## src/rtl/serv_uart_tx_if.sv

```systemverilog
// Byte handshake between a serv core (producer) and the UART transmitter.
// Transfer happens on a cycle where valid_i && ready_o.
interface serv_uart_tx_if;
  logic [7:0] data_i;
  logic       valid_i;
  logic       ready_o;

  modport master (output data_i, output valid_i, input ready_o);
  modport slave  (input data_i, input valid_i, output ready_o);
endinterface

```

## src/rtl/serv_uart_tx.sv

```systemverilog
// 8N1 UART transmitter fed by a small byte FIFO; drives one io pad (tx_o/oeb_o).
// state | meaning: IDLE line high, wait for data | START start bit | DATA 8 bits LSB first | STOP stop bit
module serv_uart_tx #(
  parameter int CLK_DIV    = 104,
  parameter int FIFO_DEPTH = 4
) (
  input  logic                        wb_clk_i,
  input  logic                        wb_rst_i,
  serv_uart_tx_if.slave               bus,
  output logic                        tx_o,
  output logic                        oeb_o,
  output logic                        busy_o,
  output logic [$clog2(FIFO_DEPTH):0] level_o
);

  localparam int              AW         = $clog2(FIFO_DEPTH);
  localparam int              LW         = AW + 1;
  localparam logic [LW-1:0]   FULL_LVL   = LW'(FIFO_DEPTH);
  localparam logic [15:0]     DIV_RELOAD = 16'(CLK_DIV - 1);

  localparam logic [1:0] ST_IDLE  = 2'd0;
  localparam logic [1:0] ST_START = 2'd1;
  localparam logic [1:0] ST_DATA  = 2'd2;
  localparam logic [1:0] ST_STOP  = 2'd3;

  logic [7:0]    mem_q [FIFO_DEPTH];
  logic [AW-1:0] wr_ptr_q, wr_ptr_d;
  logic [AW-1:0] rd_ptr_q, rd_ptr_d;
  logic [LW-1:0] level_q, level_d;
  logic          ready_q, oeb_q, busy_q;
  logic          tx_q, tx_d;
  logic [1:0]    state_q, state_d;
  logic [15:0]   div_q, div_d;
  logic [2:0]    bit_q, bit_d;
  logic [7:0]    shift_q, shift_d;
  logic          push, pop, bit_tick, fifo_nonempty;

  assign push          = bus.valid_i && ready_q;
  assign bit_tick      = (div_q == 16'd0);
  assign fifo_nonempty = (level_q != '0);

  always_comb begin
    wr_ptr_d = push ? wr_ptr_q + AW'(1) : wr_ptr_q;
    rd_ptr_d = pop  ? rd_ptr_q + AW'(1) : rd_ptr_q;
    level_d  = level_q + LW'(push) - LW'(pop);
  end

  always_comb begin
    state_d = state_q;
    div_d   = (state_q == ST_IDLE) ? div_q : div_q - 16'd1;
    bit_d   = bit_q;
    shift_d = shift_q;
    tx_d    = tx_q;
    pop     = 1'b0;
    case (state_q)
      ST_IDLE: begin
        tx_d = 1'b1;
        if (fifo_nonempty) begin
          pop     = 1'b1;
          shift_d = mem_q[rd_ptr_q];
          state_d = ST_START;
          div_d   = DIV_RELOAD;
          tx_d    = 1'b0;
        end
      end
      ST_START: begin
        if (bit_tick) begin
          state_d = ST_DATA;
          div_d   = DIV_RELOAD;
          bit_d   = 3'd0;
          tx_d    = shift_q[0];
        end
      end
      ST_DATA: begin
        if (bit_tick) begin
          div_d = DIV_RELOAD;
          if (bit_q == 3'd7) begin
            state_d = ST_STOP;
            tx_d    = 1'b1;
          end else begin
            shift_d = {1'b0, shift_q[7:1]};
            bit_d   = bit_q + 3'd1;
            tx_d    = shift_q[1];
          end
        end
      end
      ST_STOP: begin
        if (bit_tick) begin
          div_d = DIV_RELOAD;
          // Pending byte chains straight into the next start bit, no idle gap.
          if (fifo_nonempty) begin
            pop     = 1'b1;
            shift_d = mem_q[rd_ptr_q];
            state_d = ST_START;
            tx_d    = 1'b0;
          end else begin
            state_d = ST_IDLE;
            tx_d    = 1'b1;
          end
        end
      end
      default: begin
        state_d = ST_IDLE;
        tx_d    = 1'b1;
      end
    endcase
  end

  always_ff @(posedge wb_clk_i or posedge wb_rst_i) begin
    if (wb_rst_i) begin
      wr_ptr_q <= '0;
      rd_ptr_q <= '0;
      level_q  <= '0;
      ready_q  <= 1'b0;
      oeb_q    <= 1'b1;
      busy_q   <= 1'b0;
      tx_q     <= 1'b1;
      state_q  <= ST_IDLE;
      div_q    <= '0;
      bit_q    <= '0;
      shift_q  <= '0;
    end else begin
      wr_ptr_q <= wr_ptr_d;
      rd_ptr_q <= rd_ptr_d;
      level_q  <= level_d;
      // Reflects occupancy only, so a pop on a full FIFO reopens ready_o one cycle later.
      ready_q  <= (level_d != FULL_LVL);
      oeb_q    <= 1'b0;
      busy_q   <= (state_q != ST_IDLE) || fifo_nonempty;
      tx_q     <= tx_d;
      state_q  <= state_d;
      div_q    <= div_d;
      bit_q    <= bit_d;
      shift_q  <= shift_d;
    end
  end

  always_ff @(posedge wb_clk_i) begin
    if (push) mem_q[wr_ptr_q] <= bus.data_i;
  end

  assign bus.ready_o = ready_q;
  assign tx_o        = tx_q;
  assign oeb_o       = oeb_q;
  assign busy_o      = busy_q;
  assign level_o     = level_q;

endmodule

```

## src/flat_wrapper.sv

```systemverilog
// flat-port wrapper written by rule: the top's interface ports become plain ports
module serv_uart_tx_flat 
#(
  parameter int CLK_DIV    = 104,
  parameter int FIFO_DEPTH = 4
)
  (wb_clk_i, wb_rst_i, tx_o, oeb_o, busy_o, level_o, bus_data_i, bus_valid_i, bus_ready_o);
  serv_uart_tx_if bus_i ();
  input  logic wb_clk_i;
  input  logic wb_rst_i;
  output logic tx_o;
  output logic oeb_o;
  output logic busy_o;
  output logic [$clog2(FIFO_DEPTH):0] level_o;
  input wire logic [$bits(bus_i.data_i)-1:0] bus_data_i;
  input wire logic [$bits(bus_i.valid_i)-1:0] bus_valid_i;
  output wire logic [$bits(bus_i.ready_o)-1:0] bus_ready_o;
  assign bus_i.data_i = bus_data_i;
  assign bus_i.valid_i = bus_valid_i;
  assign bus_ready_o = bus_i.ready_o;
  serv_uart_tx #(.CLK_DIV(CLK_DIV), .FIFO_DEPTH(FIFO_DEPTH)) u_core (.wb_clk_i(wb_clk_i), .wb_rst_i(wb_rst_i), .bus(bus_i), .tx_o(tx_o), .oeb_o(oeb_o), .busy_o(busy_o), .level_o(level_o));
endmodule
```

## config.mk

```make
export PLATFORM = sky130hd
export DESIGN_NAME = serv_uart_tx_flat
export DESIGN_NICKNAME = d
export VERILOG_FILES = /design/src/rtl/serv_uart_tx_if.sv /design/src/rtl/serv_uart_tx.sv /design/src/flat_wrapper.sv
export SDC_FILE = /design/constraint.sdc
export NUM_CORES = 1
export LEC_CHECK = 0
export ABC_CLOCK_PERIOD_IN_PS = 2550
export CELL_PAD_IN_SITES_DETAIL_PLACEMENT = 0
export CELL_PAD_IN_SITES_GLOBAL_PLACEMENT = 2
export CORE_MARGIN = 2
export CORE_UTILIZATION = 38
export CTS_CLUSTER_DIAMETER = 80
export DETAILED_ROUTE_END_ITERATION = 16
export HOLD_SLACK_MARGIN = 0.05
export PLACE_DENSITY = 0.76
export SLEW_MARGIN = 0
export SYNTH_ARGS = -nofsm -noshare
export SYNTH_HDL_FRONTEND = slang
export SYNTH_SLANG_ARGS = --single-unit
```

## constraint.sdc

```tcl
create_clock -name wb_clk_i -period 2.55 [get_ports wb_clk_i]
set_input_delay 0.51 -clock wb_clk_i [delete_from_list [all_inputs] [get_ports wb_clk_i]]
set_output_delay 0.51 -clock wb_clk_i [all_outputs]
set_load 0.05 [all_outputs]
```

==> flow_results.org, run 1 <==
** Cells and area
- Fill cell total of the finished layout :: slightly below 800
- Fraction of layout cells with a size suffix above 1 :: 27.3%
- Leaving out fill and tap cells, the most frequent cell in the layout is sky130_fd_sc_hd__dfrtp_1.
- In the final design database the tool counted 325 nets.
- Most frequent cells in the layout :: 38 x sky130_fd_sc_hd__dfrtp_1, 32 x sky130_fd_sc_hd__edfxtp_1, 23 x sky130_fd_sc_hd__buf_4, 17 x sky130_fd_sc_hd__mux2_2, 17 x sky130_fd_sc_hd__clkdlybuf4s50_1
- 0 antenna diodes ended up in the layout.
- Area growth syn-to-layout :: 19.1%
- Finished Core Util :: 46.8%

** Placement
- Detail Placement HPWL :: about 4400 um
- Number of buffer cells added on primary ports :: 17
- Worst slack at placement :: -77.0 ps
- Final weighted congestion in routability-driven placement :: 0.740

** Route
- The first detailed-routing pass ran for 4 iterations.
- After detailed routing, the average wire length per cell comes to 15.4 um.
- After detailed routing, the number of vias per cell comes to ~5.2.
- Detailed Route WL :: 6340 um
- Summing over every cut layer, the via total after detailed routing is around 2100.
- Initial DRC count :: 116
- In this run the remaining antenna-violating nets after routing total 0.
- Post-route DRC violation count :: 0

** Floorplan
- Number of core rows :: 34
- Horiz. Die Dim :: a little under 100 um
- The die covers 9790 um2.
- Die H :: 99.0 um
- In this run the count of I/O pins placed on the die edge is 18.
- Core footprint :: between 8000 and 9000 um2
- Starting Density :: around two fifths

** Timing
- The final hold violation count was 0.
- Clock skew on the completed layout was measured at about 13 ps.
- Shortest clock period the worst path allows after layout :: 2450 ps
- Count of endpoints failing setup in the final report :: 0
- Achievable Freq :: between 400 and 500 MHz
- Final worst-path setup slack :: 102 ps
- Worst Tran Pin Value :: roughly 670 ps
- Setup TNS Final :: 0 ps
- In this run the tightest slew margin relative to its limit is between 50% and 60%.
- Of the available clock period, the critical path in the final layout requires ~96%.
- Setup repair after global routing could not meet its margin everywhere.
- The final number of max-transition violations came to 0.

** Setup path
- Setup crit start kind :: flip-flop
- R2r setup slk :: about 100 ps
- Setup crit end kind :: flip-flop
- Data arrives at the worst endpoint at ~2700 ps.
- Peak fanout along the critical path :: 2
- Start-to-end type of the worst setup path :: reg -> reg
- Critical path required time :: roughly 2800 ps

** Global routing
- The total overflow left after global routing is 0.
- Number of antenna violations at the first check in global routing :: 0
- Global routing used ~14% of the available tracks.
- Entering global routing, the biggest net connects 41 pins.
- Via count of the first global-routing pass :: 2220
- The first global-routing pass estimated around 11000 um of wire.

** Pwr
- Summed over all cells, the static leakage comes to around 1.7 nW.
- PD cells :: ~1100 nW/um2
- Share of total power consumed by net switching :: between 30% and 40%
- Per report_power, the sequential group accounts for between 30% and 40% of the total.
- Largest vdd supply drop :: slightly above 0.8 mV
- Combinational fraction of design power :: between 40% and 50%
- Summing internal, switching and leakage power gives ~4.6 mW.
- For this design the total switching power over the nets is about 1.7 mW.
- Per report_power, the clock group accounts for 18.5% of the total.
- Cell internal power was estimated by the tool at 2.86 mW.

** Flow run
- The tool flagged a number of max-cap violations equal to 0.

** Logic synthesis
- Counting flops with a built-in enable in the synthesized netlist gives 32.
- sky130_fd_sc_hd__edfxtp_1 takes more of the synthesized area than any other cell.
- Fraction of the yosys area taken by sequential cells :: between 50% and 60%
- In this run the biggest area consumer among cell types represents approximately 28% of the synthesized area.
- The most used flip-flop cell after synthesis is sky130_fd_sc_hd__dfrtp_1.
- Number of synthesis warnings :: 0
- In this run, distinct cell masters in the synthesized netlist total 55.
- Async set-or-reset flop fraction in the synthesized netlist :: between 50% and 60%
- By area the synthesized netlist is led by sky130_fd_sc_hd__edfxtp_1 28%, sky130_fd_sc_hd__dfrtp_1 28%, sky130_fd_sc_hd__mux2_2 5.6%.
- When the netlist entered floorplanning its net count stood at 284.
- Mean instance size in the synthesized netlist :: ~13 um2
- Counting every instance in the synthesized netlist gives roughly 260.
- The mapped netlist covers ~3400 um2.
- FF+latch count, synth :: around 70

** Clocking
- Clock root buffer :: sky130_fd_sc_hd__clkbuf_8
- Counting the buffers created by CTS gives 9.
- TritonCTS built the clock tree.
- H-tree level count :: 3
- Buffers inserted to repair hold after CTS numbered 0.
- The later pin in the worst-skew pair is clocked with a latency of about 350 ps.
- The tree built by TritonCTS fans out to slightly above 70 sinks.
- Buffer levels on the longest clock path :: 2
- Clock-pin slew was measured on the worst setup and hold paths at 80 ps.

** Hold path
- The path class of the tightest hold or removal check is reg -> reg.

** Outcome
- The run finished with clean final reports.
## power by group through the flow
stage               Combinational (mW)  Sequential (mW)  Clock [mW]
floorplan                         1.36             1.83           0
global placement                  1.86             1.81           0
detailed placement                1.88             1.81           0
CTS                               1.91             1.79       0.871
global route                      2.15             1.84       0.918
finish                            1.95             1.79       0.850
## routing by layer
layer  vias to the layer above  share of wire, %  GRT usage [%]
met1                      1065                51           20.8
met4                         0               1.6           6.01
met5                         -                 0              0
met3                         9               3.2           2.91
met2                        28                45           20.3
li1                       1041                 -              -
## cell families after synthesis
kind of cell    synth area share [%]
compound gates                  6.61
xor+xnor                        3.58
fa+ha+maj                       5.70
buf+inv                         3.18
flops                           57.3
mux                             11.1
other cells                    0.109
simple gates                    12.4
## state kept, by name, indices dropped and copies added (netlist names)
signal / flops
u_core.bit_q: 3
u_core.bus.ready_o: 1
u_core.busy_o: 1
u_core.div_q: 16
u_core.level_o: 3
u_core.mem_q: 32
u_core.oeb_o: 1
u_core.rd_ptr_q: 2
u_core.shift_q: 8
u_core.state_q: 2
u_core.tx_o: 1
u_core.wr_ptr_q: 2
## Yosys cell counts, types with 6 or more instances
| cell type | n |
|---|---|
| sky130_fd_sc_hd__dfrtp_1 | 38 |
| sky130_fd_sc_hd__edfxtp_1 | 32 |
| sky130_fd_sc_hd__mux2_2 | 17 |
| sky130_fd_sc_hd__nand2_1 | 15 |
| sky130_fd_sc_hd__ha_1 | 14 |
| sky130_fd_sc_hd__nor2_1 | 14 |
| sky130_fd_sc_hd__inv_1 | 13 |
| sky130_fd_sc_hd__mux4_2 | 8 |
| sky130_fd_sc_hd__nor3_1 | 8 |
| sky130_fd_sc_hd__xor2_1 | 8 |
| sky130_fd_sc_hd__o21ai_0 | 7 |
| sky130_fd_sc_hd__a21oi_1 | 6 |
| sky130_fd_sc_hd__nor4_1 | 6 |
| sky130_fd_sc_hd__xnor2_1 | 6 |
## final cells by class
type                    count  area [um2]  area share, %
repair buffers             40         343           8.40
flip-flops and latches     72        1960           48.1
well taps                 108         135           3.31
clock inverters             7        61.3           1.50
clock buffers               9         124           3.03
inverters                  13        48.8           1.20
multi-input cells         163        1410           34.4
## path summary, 6_finish.rpt
check,startpoint,endpoint,cells after the start
worst max register to register,u_core.div_q[6],u_core.bus.ready_o,11
min in group asynchronous,wb_rst_i,u_core.div_q[4],3
worst min register to register,u_core.shift_q[5],u_core.shift_q[5],1
worst max-delay path,u_core.div_q[6],u_core.bus.ready_o,11
worst min-delay path,u_core.shift_q[5],u_core.shift_q[5],1
max in group asynchronous,wb_rst_i,u_core.tx_o,3
## worst max-delay path, stage by stage, from the launching register on
cell and delay, ps:
sky130_fd_sc_hd__dfrtp_1 390, sky130_fd_sc_hd__nor4_2 300, sky130_fd_sc_hd__buf_4 160, sky130_fd_sc_hd__and4_4 230, sky130_fd_sc_hd__a21oi_2 60, sky130_fd_sc_hd__nor3_2 130
sky130_fd_sc_hd__ha_1 250, sky130_fd_sc_hd__inv_1 60, sky130_fd_sc_hd__ha_2 170, sky130_fd_sc_hd__fa_2 440, sky130_fd_sc_hd__nor2_1 110, sky130_fd_sc_hd__nand2_1 50
## through the flow
stage / cells / cell area (um2) / hold WS [ps]
2_1_floorplan: 258 / 3430 / 475
3_3_place_gp: 395 / 3840 / 487
3_5_place_dp: 395 / 3840 / 494
4_1_cts: 412 / 4060 / 514
5_1_grt: 412 / 4080 / 527
6_report: 412 / 4080 / 510
## timing repair
action / in CTS / in global routing
pin swaps: 2 / 1
buffers inserted: 1 / 0
gates resized for setup: 5 / 6
setup endpoints to repair: 2 / 2
Power figures use the tool's default switching activity.
==> inputs of run 2 (changes only) <==
--- a/config.mk
+++ b/config.mk
@@ -5,6 +5,7 @@
 export SDC_FILE = /design/constraint.sdc
 export NUM_CORES = 1
 export LEC_CHECK = 0
+export ABC_AREA = 0
 export ABC_CLOCK_PERIOD_IN_PS = 2550
 export CELL_PAD_IN_SITES_DETAIL_PLACEMENT = 0
 export CELL_PAD_IN_SITES_GLOBAL_PLACEMENT = 2
@@ -14,6 +15,7 @@
 export DETAILED_ROUTE_END_ITERATION = 16
 export HOLD_SLACK_MARGIN = 0.05
 export PLACE_DENSITY = 0.76
+export SKIP_CTS_REPAIR_TIMING = 1
 export SLEW_MARGIN = 0
 export SYNTH_ARGS = -nofsm -noshare
 export SYNTH_HDL_FRONTEND = slang
==> run 2 against run 1 <==
Compared with the run above:
- worst setup slack worse by 34 ps
- critical path depth is 1 higher
- count of clock-buffer cells in the layout stayed put
- global-route usage is 0.075 points lower
==> flow_results.org, run 2 (synthesis results as in run 1) <==
** Timing
- Share of the clock period used by the worst path after layout :: 97.3% (+1.3 points)
- The transition time at the pin with the least slew margin came to 667 ps (+0.862 ps).
- The final setup violation count is 0 (unchanged).
- The clock period minus final worst setup slack was 2480 ps (+33.7 ps).
- The final hold violation count is 0 (unchanged).
- Achievable Freq :: 403 MHz (-1.4%)
- The final number of max-transition violations came to 0 (unchanged).
- Setup repair after global routing missed its margin :: yes
- The final-layout setup total negative slack is 0 ps (unchanged).
- Hold_ws :: 510 ps (-0.00100 ps)
- Clock Skew :: 13.1 ps (-0.0277 ps)
- The remaining max-slew budget at the tightest pin was 55.6% (-0.057 points).

** Setup path
- STA classifies the critical path endpoint as a flip-flop.
- The required time at the endpoint of the critical path came to 2780 ps (about the same).
- Worst Reg-to-Reg Cells :: 12 (+1)
- Among the stages of the critical path, the cell type that occurs most often is sky130_fd_sc_hd__xnor2_2.
- The critical path goes through nor4_2, buf_4, and4_4, a21oi_2, nor3_2, ha_1, inv_1, ha_2, fa_2, xnor2_2, xnor2_2, nand2_1.
- The critical path is of the reg -> reg type.
- Setup crit start kind :: flip-flop
- The largest fanout on the critical path came to 3 (+1).
- Endpoint arrival time on the critical path :: 2710 ps (+30 ps)
- The largest individual stage delay along the critical path comes from the cell sky130_fd_sc_hd__dfrtp_1.
- Delay of the slowest critical-path stage :: 390 ps (-50 ps)

** Global routing
- Layer with the highest usage after global routing :: met1
- GR Util met3 :: 2.91% (unchanged)
- The first-pass GRT wire length is 10800 um (-0.76%).
- Number of antenna violations at the first check in global routing :: 0 (unchanged)
- Met2 demand-to-capacity share in global routing :: 20.1% (-0.21 points)
- The maximum number of pins on one net before global-route repair was 41 (unchanged).
- Met1 layer usage reported by global route :: 20.7% (-0.046 points)
- Via count of the first global-routing pass :: 2205 (-0.68%)
- Global route overflow :: 0 (unchanged)
- The global router's overall resource usage was 14.0% (-0.075 points).

** Clocking
- Clock input transition at the sequential cells of the worst setup and hold paths :: 80 ps (about the same)
- The total number of clock tree sinks came to 72 (unchanged).
- Insertion delay of the later-clocked pin in the worst-skew pair :: 350 ps (about the same)
- The maximum buffer depth of the clock tree was 2 (unchanged).
- TritonCTS clock tree :: done
- The TritonCTS buffer count is 9 (unchanged).
- Clock root buffer :: sky130_fd_sc_hd__clkbuf_8
- H-tree level count :: 3 (unchanged)

** Cells and area
- Registers with the most flip-flops :: u_core.mem_q: 32 flops, u_core.div_q: 16 flops, u_core.shift_q: 8 flops
- Ranked by flip-flop count, first place goes to u_core.mem_q.
- Most common cell after layout, fill and taps aside :: sky130_fd_sc_hd__dfrtp_1
- Fraction of layout cells with a size suffix above 1 :: 27.0% (-0.33 points)
- The number of flip-flops in the largest register came to 32 (unchanged).
- Layout Nets :: 325 (unchanged)
- The layout overhead on the synthesized area is 19.0% (about the same).
- The total inserted antenna cells was 0 (unchanged).
- Most frequent cells in the layout :: 38 x sky130_fd_sc_hd__dfrtp_1, 32 x sky130_fd_sc_hd__edfxtp_1, 23 x sky130_fd_sc_hd__buf_4, 17 x sky130_fd_sc_hd__mux2_2, 17 x sky130_fd_sc_hd__clkdlybuf4s50_1

** Route
- The number of detailed-routing iterations run before antenna repair is 4 (unchanged).
- Routed via count divided by cell count :: 5.20 (about the same)
- The via count was 2144 (+0.047%).
- Detailed Route WL :: 6350 um (+0.11%)
- Initial DRC count :: 130 (+12%)
- Average detailed-routed wire length per instance :: 15.4 um (+0.11%)
- The remaining design rule violation count is 0 (unchanged).
- Antenna violation net count after detailed routing :: 0 (unchanged)

** Floorplan
- The top-level I/O count was 18 (unchanged).
- Horiz. Die Dim :: 99.0 um (unchanged)
- The floorplan die area was 9790 um2 (unchanged).
- The initial core utilization came to 39.3% (unchanged).
- The core box area is 8720 um2 (unchanged).
- Number of core rows :: 34 (unchanged)
- Die H :: 99.0 um (unchanged)

** Hold path
- The path class of the tightest hold or removal check is reg -> reg.
- The number of stages on the worst hold path is 1 (unchanged).

** Pwr
- Largest vdd supply drop :: 0.806 mV (about the same)
- LEAKAGE :: 1.65 nW (+0.11%)
- The power per unit of standard cell area is 1130 nW/um2 (+0.11%).

** Placement
- The total half-perimeter wirelength after legalization and detailed placement is 4420 um (unchanged).
- Number of buffer cells added on primary ports :: 17 (unchanged)
- Final weighted congestion in routability-driven placement :: 0.740 (unchanged)

** Outcome
- Result of the run :: finished clean

** Flow run
- The number of max-cap violations came to 0 (unchanged).
run 2: changes by cell type in the layout (fill, tap and decap cells not counted):
cell / change
sky130_fd_sc_hd__ha_1: +1
sky130_fd_sc_hd__ha_2: -1
run 2: through the flow:
stage	power, mW	worst slack, ps	util (%)	area, um2	instances
after floorplan	3.19	-39.1	-	3430	258
after global placement	3.67	-17.9	44.0	3840	395
after detailed placement	3.69	-77.0	44.0	3840	395
after CTS	4.55	-129	46.2	4030	411
after global routing	4.90	-85.8	46.8	4080	412
final	4.59	68.4	46.8	4080	412
run 2: layout make-up:
cell class,count,area (um2)
Fill cell,768,4640
Sequential cell,72,1960
Multi-Input combinational cell,163,1400
Timing Repair Buffer,40,343
Tap cell,108,135
Clock buffer,9,124
Clock inverter,7,61.3
Inverter,13,48.8
run 2: worst max-delay path: cells and delay by family (launching register included):
kind | cells | cell delay [ps]
AND/OR/NAND/NOR | 4 | 720
AO/OA/AOI/OAI | 1 | 60
flip-flops | 1 | 390
buffers and inverters | 2 | 210
XOR/XNOR | 2 | 340
adder cells (fa/ha/maj) | 3 | 650
run 2: where the power goes:
part / switching (mW) / internal, mW / total [mW]
registers: 0.258 / 1.53 / 1.79
logic: 0.992 / 0.959 / 1.95
clock network: 0.480 / 0.372 / 0.851
run 2: worst paths after layout:
path / end / slack, ps / start
worst max-delay path: u_core.bus.ready_o / 70 / u_core.div_q[6]
worst min-delay path: u_core.shift_q[5] / 510 / u_core.shift_q[5]
worst max register to register: u_core.bus.ready_o / 70 / u_core.div_q[6]
worst min register to register: u_core.shift_q[5] / 510 / u_core.shift_q[5]
max in group asynchronous: u_core.tx_o / 1580 / wb_rst_i
min in group asynchronous: u_core.div_q[4] / 590 / wb_rst_i
run 2: per-layer routing:
| layer | vias up | part of all wire (%) |
|---|---|---|
| li1 | 1039 | - |
| met1 | 1070 | 52 |
| met2 | 26 | 44 |
| met3 | 9 | 2.2 |
| met4 | 0 | 1.6 |
| met5 | - | 0 |
==> inputs of run 3 (changes only) <==
--- a/config.mk
+++ b/config.mk
@@ -9,10 +9,10 @@
 export ABC_CLOCK_PERIOD_IN_PS = 2550
 export CELL_PAD_IN_SITES_DETAIL_PLACEMENT = 0
 export CELL_PAD_IN_SITES_GLOBAL_PLACEMENT = 2
-export CORE_MARGIN = 2
 export CORE_UTILIZATION = 38
 export CTS_CLUSTER_DIAMETER = 80
 export DETAILED_ROUTE_END_ITERATION = 16
+export GPL_ROUTABILITY_DRIVEN = 0
 export HOLD_SLACK_MARGIN = 0.05
 export PLACE_DENSITY = 0.76
 export SKIP_CTS_REPAIR_TIMING = 1
==> run 3 against run 2 <==
Compared with the run above:
- sequential power hardly changed
- largest cell class unchanged
- largest power group unchanged
- clock skew hardly changed
- combinational power about the same
==> flow_results.org, run 3 (synthesis results as in run 1) <==
** Outcome
- Result of the run :: finished clean

** Floorplan
- The top-level I/O count was 18 (unchanged).
- Horiz. Die Dim :: 97.0 um (-2.0%)
- Number of core rows :: 34 (unchanged)
- The y dimension of the die is 97.0 um (-2.0%).
- Starting Density :: 39.3% (unchanged)
- The floorplan die area is 9400 um2 (-4.0%).
- Core footprint :: 8720 um2 (unchanged)

** Setup path
- The number of cells traversed by the worst register-to-register path is 12 (unchanged).
- The endpoint identified for the worst register-to-register timing path is u_core.bus.ready_o.
- The arrival time reported for the critical path endpoint is 2740 ps (+30 ps).
- Critical path's top delay family :: simple AND/OR/NAND/NOR gates
- The slack of the worst reg-to-reg path is 40 ps (-30 ps).
- The number of buffers and inverters on the critical path came to 2 (unchanged).
- For this design, the slowest cell found on the critical path is sky130_fd_sc_hd__dfrtp_1.
- Setup crit start kind :: flip-flop
- Peak fanout along the critical path :: 3 (unchanged)
- Series of cell instances along the critical path :: nor4_2, buf_4, and4_4, a21oi_2, nor3_2, ha_1, inv_1, ha_2, fa_2, xnor2_2, xnor2_1, nand2_1
- Reg2reg start :: u_core.div_q[13]
- Start-to-end type of the worst setup path :: reg -> reg
- STA classifies the critical path endpoint as a flip-flop.
- Critical path required time :: 2780 ps (about the same)
- The largest stage delay on the critical path came to 390 ps (about the same).

** Placement
- The minimum setup slack after placement was -34.8 ps (+42.2 ps).
- Number of buffer cells added on primary ports :: 17 (unchanged)
- The total half-perimeter wirelength after legalization and detailed placement came to 4410 um (about the same).

** Flow run
- Max-cap viol count :: 0 (unchanged)

** Global routing
- The global router's overall resource usage was 14.8% (+0.81 points).
- Global route overflow :: 0 (unchanged)
- Number of antenna violations at the first check in global routing :: 0 (unchanged)
- The via count of the first global-routing pass is 2232 (+1.2%).
- Pin count of the biggest net entering global routing :: 41 (unchanged)
- Global-route wire length before repair :: 11000 um (+2.1%)

** Route
- The average wire per standard cell was 15.7 um (+1.8%).
- The overall routed net length was 6430 um (+1.3%).
- The number of vias per cell after detailed routing is 5.23 (+0.49%).
- The number of detailed-routing iterations run before antenna repair was 4 (unchanged).
- The post-detailed-route count of antenna-violating nets came to 0 (unchanged).
- Count of vias placed by the detailed router :: 2144 (unchanged)
- The number of DRC markers in iteration 0 is 91 (-30%).
- The remaining design rule violation count came to 0 (unchanged).

** Cells and area
- The fraction of layout cells with a size suffix above 1 came to 26.2% (-0.81 points).
- Final antenna diode count :: 0 (unchanged)
- Leaving out fill and tap cells, the most frequent cell in the layout is sky130_fd_sc_hd__dfrtp_1.
- The layout overhead on the synthesized area was 19.1% (about the same).
- The count of filler cells inserted in the layout is 755 (-1.7%).
- The largest registers in the layout are u_core.mem_q: 32 flops, u_core.div_q: 16 flops, u_core.shift_q: 8 flops.
- Register with the most flip-flops :: u_core.mem_q
- The number of flip-flops in the largest register was 32 (unchanged).
- Leaving out fill and tap cells, the most frequent cells in the layout are 38 x sky130_fd_sc_hd__dfrtp_1, 32 x sky130_fd_sc_hd__edfxtp_1, 21 x sky130_fd_sc_hd__buf_4, 17 x sky130_fd_sc_hd__mux2_2, 17 x sky130_fd_sc_hd__clkdlybuf4s50_1.
- The final-stage net count is 323 (-0.62%).

** Hold path
- Worst hold endpoint :: u_core.shift_q[6]
- The worst hold path begins at u_core.shift_q[6].
- The tightest min-delay check is of the reg -> reg type.
- The number of stages on the worst hold path was 1 (unchanged).

** Pwr
- Share of total power consumed by net switching :: 36.8% (-0.83 points)
- The maximum VDD drop is 0.858 mV (+6.4%).
- Sequential share of power :: 38.4% (-0.6 points)
- Clock share of power :: 20.1% (+1.6 points)
- The proportion of power drawn by combinational gates came to 41.5% (-1.0 points).
- The switching power of the nets is 1.72 mW (-0.80%).
- PD cells :: 1140 nW/um2 (+1.4%)
- Total internal power :: 2.94 mW (+2.8%)
- LEAKAGE :: 1.66 nW (about the same)

** Clocking
- The total number of clock tree sinks was 72 (unchanged).
- The clock edge transition at the registers on the reported setup and hold paths came to 80 ps (about the same).
- Number of clock buffers inserted by TritonCTS :: 9 (unchanged)
- Buffer levels on the longest clock path :: 2 (unchanged)
- Clock tree synthesis selected as its root buffer the cell sky130_fd_sc_hd__clkbuf_8.
- Insertion delay of the later-clocked pin in the worst-skew pair :: 350 ps (about the same)
- H-tree level count :: 3 (unchanged)
- TritonCTS clock tree :: done

** Timing
- Max-slew violation count :: 0 (unchanged)
- The final hold violation count is 0 (unchanged).
- Count of endpoints failing setup in the final report :: 0 (unchanged)
- The final hold slack came to 512 ps (+1.61 ps).
- The fraction of the cycle the final worst path needs is 98.4% (+1.1 points).
- The post-layout worst setup margin is 40.6 ps (-27.8 ps).
- Worst Tran Pin Value :: 684 ps (+17.3 ps)
- The largest clock skew in the final design came to 12.9 ps (-0.246 ps).
- Achievable Freq :: 399 MHz (-1.1%)
- The remaining max-slew budget at the tightest pin is 54.4% (-1.2 points).
- Setup repair after global routing missed its margin :: yes
- Shortest clock period the worst path allows after layout :: 2510 ps (+27.8 ps)
[run 3: cell types whose count changed in the layout (fill, tap and decap cells not counted), sizes merged]
cell      change
clkinvlp      -1
buf           -2
bufinv        +1
[run 3: layout make-up]
| class | instances | area (um2) | area share [%] |
|---|---|---|---|
| inverters | 13 | 48.8 | 1.20 |
| repair buffers | 38 | 328 | 8.03 |
| clock buffers | 9 | 124 | 3.03 |
| clock inverters | 7 | 83.8 | 2.05 |
| flip-flops and latches | 72 | 1960 | 48.1 |
| well taps | 108 | 135 | 3.31 |
| multi-input cells | 163 | 1400 | 34.2 |
[run 3: worst max-delay path by stage]
stage | from | to | slack (ps) | cells after the start
4_1_cts | u_core.div_q[13] | u_core.bus.ready_o | -50 | 12
2_1_floorplan | u_core.div_q[0] | u_core.bus.ready_o | -40 | 14
6_report | u_core.div_q[13] | u_core.bus.ready_o | 40 | 12
5_1_grt | u_core.div_q[13] | u_core.bus.ready_o | -80 | 12
3_5_place_dp | u_core.div_q[10] | u_core.bus.ready_o | -30 | 12
3_3_place_gp | u_core.div_q[13] | u_core.bus.ready_o | 10 | 12
[run 3: power by group through the flow]
| stage | Combinational [mW] | Sequential (mW) | Clock, mW |
|---|---|---|---|
| 6_report | 1.93 | 1.79 | 0.936 |
| 2_1_floorplan | 1.36 | 1.83 | 0 |
| 5_1_grt | 2.12 | 1.84 | 1.01 |
| 3_3_place_gp | 1.86 | 1.81 | 0 |
| 3_5_place_dp | 1.89 | 1.82 | 0 |
| 4_1_cts | 1.89 | 1.79 | 0.968 |
[run 3: layer usage]
layer	vias up	GRT usage (%)	part of all wire [%]
met5	-	0	0
met4	0	5.28	1.3
met3	7	3.54	3.4
met2	41	22.2	45
met1	1067	21.1	50
li1	1029	-	-
[run 3: per-stage QoR]
step / power [mW] / cell area [um2] / TNS (ps) / instances / util (%)
2_1_floorplan: 3.19 / 3430 / -39.1 / 258 / -
3_3_place_gp: 3.67 / 3830 / 0 / 394 / 43.9
3_5_place_dp: 3.70 / 3830 / -34.8 / 394 / 43.9
4_1_cts: 4.66 / 4040 / -49.1 / 410 / 46.3
5_1_grt: 4.97 / 4080 / -81.7 / 410 / 46.8
6_report: 4.66 / 4080 / 0 / 410 / 46.8
